--- config.mk ---
export PLATFORM = sky130hd
export DESIGN_NAME = enc164_seq
export DESIGN_NICKNAME = d
export VERILOG_FILES = /design/src/rtl/enc164_seq.sv
export SDC_FILE = /design/constraint.sdc
export NUM_CORES = 1
export LEC_CHECK = 0
export CAP_MARGIN = 20
export CORE_ASPECT_RATIO = 0.5
export CORE_MARGIN = 2
export CORE_UTILIZATION = 30
export CTS_BUF_LIST = sky130_fd_sc_hd__clkbuf_16
export DETAILED_ROUTE_END_ITERATION = 8
export PLACE_DENSITY = 0.56
export SETUP_SLACK_MARGIN = 0.2
export SYNTH_ARGS = -nofsm -noshare
export SYNTH_HDL_FRONTEND = slang
export SYNTH_SLANG_ARGS = --single-unit
--- constraint.sdc ---
create_clock -name clk -period 2.85 [get_ports clk]
set_input_delay 0.4275 -clock clk [delete_from_list [all_inputs] [get_ports clk]]
set_output_delay 0.4275 -clock clk [all_outputs]
set_load 0.005 [all_outputs]
--- src/rtl/enc164_seq.sv ---
// Sequential 16:4 encoder: captures a request word and offers the index of every set bit,
// one per valid/ready transfer. Optional abort input is enabled by defining ENC164_ABORT_EN.
module enc164_seq #(
  parameter bit HIGH_FIRST = 1'b0
) (
  input  logic        clk,
  input  logic        reset,
  input  logic        load,
  input  logic [15:0] req,
  input  logic        codeReady,
`ifdef ENC164_ABORT_EN
  input  logic        abort,
`endif
  output logic [3:0]  code,
  output logic        codeValid,
  output logic        busy,
  output logic        done,
  output logic        emptyWord,
  output logic [4:0]  emitCount
);

  typedef enum logic [1:0] {
    ST_IDLE = 2'd0,
    ST_EMIT = 2'd1,
    ST_DONE = 2'd2
  } state_t;

  state_t      state_q, state_d;
  logic [15:0] pending_q, pending_d;
  logic [4:0]  count_q, count_d;
  logic [3:0]  code_q, code_d;
  logic        valid_q, valid_d;
  logic        busy_q, busy_d;
  logic        done_q, done_d;
  logic        empty_q, empty_d;
  logic        xfer;
  logic        abort_w;

`ifdef ENC164_ABORT_EN
  assign abort_w = abort;
`else
  assign abort_w = 1'b0;
`endif

  // Index of the next bit to offer; the loop direction makes the last hit win.
  function automatic logic [3:0] pick_index(input logic [15:0] bits);
    logic [3:0] idx;
    idx = 4'd0;
    if (HIGH_FIRST) begin
      for (int i = 0; i < 16; i++) if (bits[i]) idx = 4'(i);
    end else begin
      for (int i = 15; i >= 0; i--) if (bits[i]) idx = 4'(i);
    end
    return idx;
  endfunction

  // Handshake: code is offered while codeValid=1 and held stable until a cycle with
  // codeReady=1 accepts it; codeReady is ignored whenever codeValid=0.
  assign xfer = valid_q && codeReady;

  always_comb begin
    state_d   = state_q;
    pending_d = pending_q;
    count_d   = count_q;
    empty_d   = 1'b0;
    case (state_q)
      ST_IDLE: begin
        if (load) begin
          pending_d = req;
          count_d   = 5'd0;
          if (req != 16'd0) begin
            state_d = ST_EMIT;
          end else begin
            state_d = ST_DONE;
            empty_d = 1'b1;
          end
        end
      end
      ST_EMIT: begin
        if (xfer) begin
          pending_d = pending_q & ~(16'd1 << code_q);
          count_d   = count_q + 5'd1;
        end
        if (abort_w) pending_d = 16'd0;
        if (pending_d == 16'd0) state_d = ST_DONE;
      end
      ST_DONE: state_d = ST_IDLE;
      default: state_d = ST_IDLE;
    endcase

    // Outputs are registered, so they are computed from the next-state values.
    valid_d = (state_d == ST_EMIT);
    code_d  = valid_d ? pick_index(pending_d) : 4'd0;
    busy_d  = (state_d != ST_IDLE);
    done_d  = (state_d == ST_DONE);
  end

  always_ff @(posedge clk) begin
    if (reset) begin
      state_q   <= ST_IDLE;
      pending_q <= 16'd0;
      count_q   <= 5'd0;
      code_q    <= 4'd0;
      valid_q   <= 1'b0;
      busy_q    <= 1'b0;
      done_q    <= 1'b0;
      empty_q   <= 1'b0;
    end else begin
      state_q   <= state_d;
      pending_q <= pending_d;
      count_q   <= count_d;
      code_q    <= code_d;
      valid_q   <= valid_d;
      busy_q    <= busy_d;
      done_q    <= done_d;
      empty_q   <= empty_d;
    end
  end

  assign code      = code_q;
  assign codeValid = valid_q;
  assign busy      = busy_q;
  assign done      = done_q;
  assign emptyWord = empty_q;
  assign emitCount = count_q;

endmodule
==> flow_summary.json <==
{
  "cts_buffers": 5,
  "clkLatencyLatePin_ps": 270,
  "grt.busiest_layer": "met2",
  "drt_wl_total_um": 6730,
  "stdcell_count": 379,
  "grt_usage_pct": 18.8,
  "syn_area_um2": 1960,
  "wl_per_cell_um": 17.8,
  "io_buffers": 32,
  "maxCapViolCount": 0,
  "p_leak_nw": 0.972,
  "antenna_cells": 0,
  "synth-edff-count": 0,
  "clockBufferDepth": 2,
  "postSynthAreaPerCell_um2": 7.85,
  "worst_pin_slew_ps": 585,
  "synth_seq_cells": 31,
  "layout-drive-gt1-share_pct": 10.3,
  "routabilityCongestion": 0.934,
  "die_area_um2": 7240,
  "holdWs_ps": 522,
  "ir_drop_mv": 0.230,
  "die_w_um": 118,
  "start_util_pct": 31.7,
  "vias_per_cell": 5.55,
  "tritoncts": "yes",
  "r2r_cells": 7,
  "clock-sinks": 31,
  "synthDistinctLibCells": 56,
  "r2r_start": "state_q[1]",
  "ctsHoldBuffers": 0,
  "dpl.hpwl_um": 5110,
  "synth_flop_cell": "dfxtp_1",
  "core-area_um2": 6180,
  "synth_top_family_by_area": "compound AO/OA/AOI/OAI gates",
  "max_clock_freq_ghz": 0.392,
  "rows": 20,
  "hold_viol_final": 0,
  "yosys.area_share.adder_pct": 0.638,
  "hold_path_class": "reg2reg",
  "post-place-cells": 370,
  "nFillCells": 639,
  "synth.top_cell.area_share_pct": 31.6,
  "drtPass1Iterations": 4,
  "grt_use_met1_pct": 26.5,
  "syn_inst": 250,
  "synth.area.top_cells": "dfxtp_1, nor2b_1, a21oi_1, nor2_1, nand2b_1",
  "synthMuxAreaShare_pct": 0.574,
  "r2r-end": "code[2]",
  "use_met3_pct": 6.20,
  "cp-end-kind": "flip-flop",
  "grt_max_degree": 27,
  "synth_compound_area_share_pct": 31.4,
  "cts-root-buf": "clkbuf_16",
  "gr-usage-met2_pct": 28.3,
  "max-slew-margin-rel_pct": 60.9,
  "via_count": 2105,
  "min_delay_path_depth": 2,
  "period_share_pct": 89.4,
  "crit_path_max_incr_delay_ps": 650,
  "min_to": "emitCount[4]",
  "path_cells": "clkdlybuf4s50_1, nand4b_2, or3b_1, o22ai_1, and4_1, nand2_1, a22o_1, and3_1",
  "die_h_um": 61.2,
  "rrSetupSlack_ps": 560,
  "synth-simple-area-share_pct": 30.5,
  "setup_viol": 0,
  "cts_max_level": 2,
  "final_cell_mix": "clkdlybuf4s50_1, dfxtp_1, nor2_1, nor2b_1, a21oi_1",
  "grt-ovfl-total": 0,
  "ant_nets": 0,
  "path_clk_slew_ps": 50,
  "cp_data_required_time_ps": 3020,
  "syn_nets": 271,
  "slew_violations": 0,
  "p_per_area_nw_per_um2": 570,
  "min_from": "emitCount[4]",
  "drc": 0,
  "worstSetupPathType": "in2reg",
  "status": "completed",
  "finalNetCount": 312,
  "grt_pass1_vias": 1882,
  "area_growth_pct": 32.0,
  "worst_clock_skew_ps": 2.95,
  "startpoint_type": "input pin",
  "async_reset_ff_share_pct": 0,
  "cp.arrival_ps": 2710,
  "synth_top_area_cell": "dfxtp_1",
  "rsz0062_at_grt": "false",
  "io_pins": 33,
  "yosys_warnings": 0,
  "grt_pass1_wl_um": 10400,
  "final_common_cell": "clkdlybuf4s50_1",
  "min_period_ps": 2550,
  "drt_iter0_drc": 251,
  "yosys.area_share.xor_xnor_pct": 1.34,
  "antenna_found_initial": 0,
  "critPathMaxFanout": 7,
  "yosysSeqAreaShare_pct": 31.6,
  "slowest_stage": "clkdlybuf4s50_1"
}
## stage by stage
step	TNS [ps]	util, %	setup slack (ps)	power (mW)	cell area, um^2
global route	0	41.9	211	1.55	2590
CTS	0	41.7	247	1.47	2570
global placement	-10.6	39.5	-10.6	0.978	2440
finish	0	41.9	301	1.48	2590
detailed placement	-28.9	39.5	-28.9	0.975	2440
floorplan	0	-	940	0.795	1960
## Yosys cell counts (3+ instances only)
cell type	number
dfxtp_1	31
nor2_1	24
a21oi_1	21
nor2b_1	21
nand2_1	19
nand2b_1	12
clkbuf_1	9
nor3_1	8
o21ai_0	8
buf_2	6
nor4_1	6
o21a_1	6
o211ai_1	5
o21ai_1	5
o31a_1	4
a211oi_1	3
a22o_1	3
inv_1	3
nand4_1	3
o22ai_1	3
o311ai_1	3
xor2_1	3
## kinds of logic after synthesis
logic type,count (synthesis)
buffers and inverters,18
multiplexers,1
AO/OA/AOI/OAI,87
AND/OR/NAND/NOR,109
XOR/XNOR,3
flip-flops,31
adder cells (fa/ha/maj),1
## where the power goes
part	internal, mW	switching, mW
Combinational	0.207	0.243
Sequential	0.472	0.0573
Clock	0.313	0.184
## flip-flops by register name, indices dropped and copies added (netlist names)
name / flops
pending_q: 16
emitCount: 5
code: 4
state_q: 2
busy: 1
codeValid: 1
done: 1
emptyWord: 1
## layer usage
layer / part of all wire [%] / vias to the layer above
li1: - / 1016
met1: 49 / 990
met2: 40 / 93
met3: 9.7 / 6
met4: 0.89 / 0
met5: 0 / -
## critical path: cells and delay by family
family | cells | cell delay (ps)
AOI/OAI and AO/OA | 2 | 450
and+or+nand+nor | 5 | 1190
buffers and inverters | 1 | 650
## how the worst max path moves through the flow
stage,start,to,cells past startpoint,slack (ps)
after detailed placement,codeReady,code[2],8,-30
final,codeReady,code[3],8,300
after global placement,codeReady,code[2],8,-10
after floorplan,codeValid,code[3],7,940
after CTS,codeReady,code[2],8,250
after global routing,codeReady,code[0],8,210
## final cells by class
class                           instances  area, um^2  share of cell area, %
Multi-Input combinational cell        201        1270                   48.9
Timing Repair Buffer                   49         448                   17.3
Sequential cell                        31         621                   24.0
Clock buffer                            5         125                   4.83
Clock inverter                          2        8.76                  0.338
Tap cell                               88         110                   4.25
Inverter                                3        11.3                  0.435
## timing repair
| item | in CTS | in global routing |
|---|---|---|
| setup buffers | 0 | 2 |
| setup endpoints to repair | 0 | 4 |
| hold endpoints to repair | 0 | 0 |
| resized for setup | 0 | 0 |
Note: power is estimated with default switching activity, not from simulation.
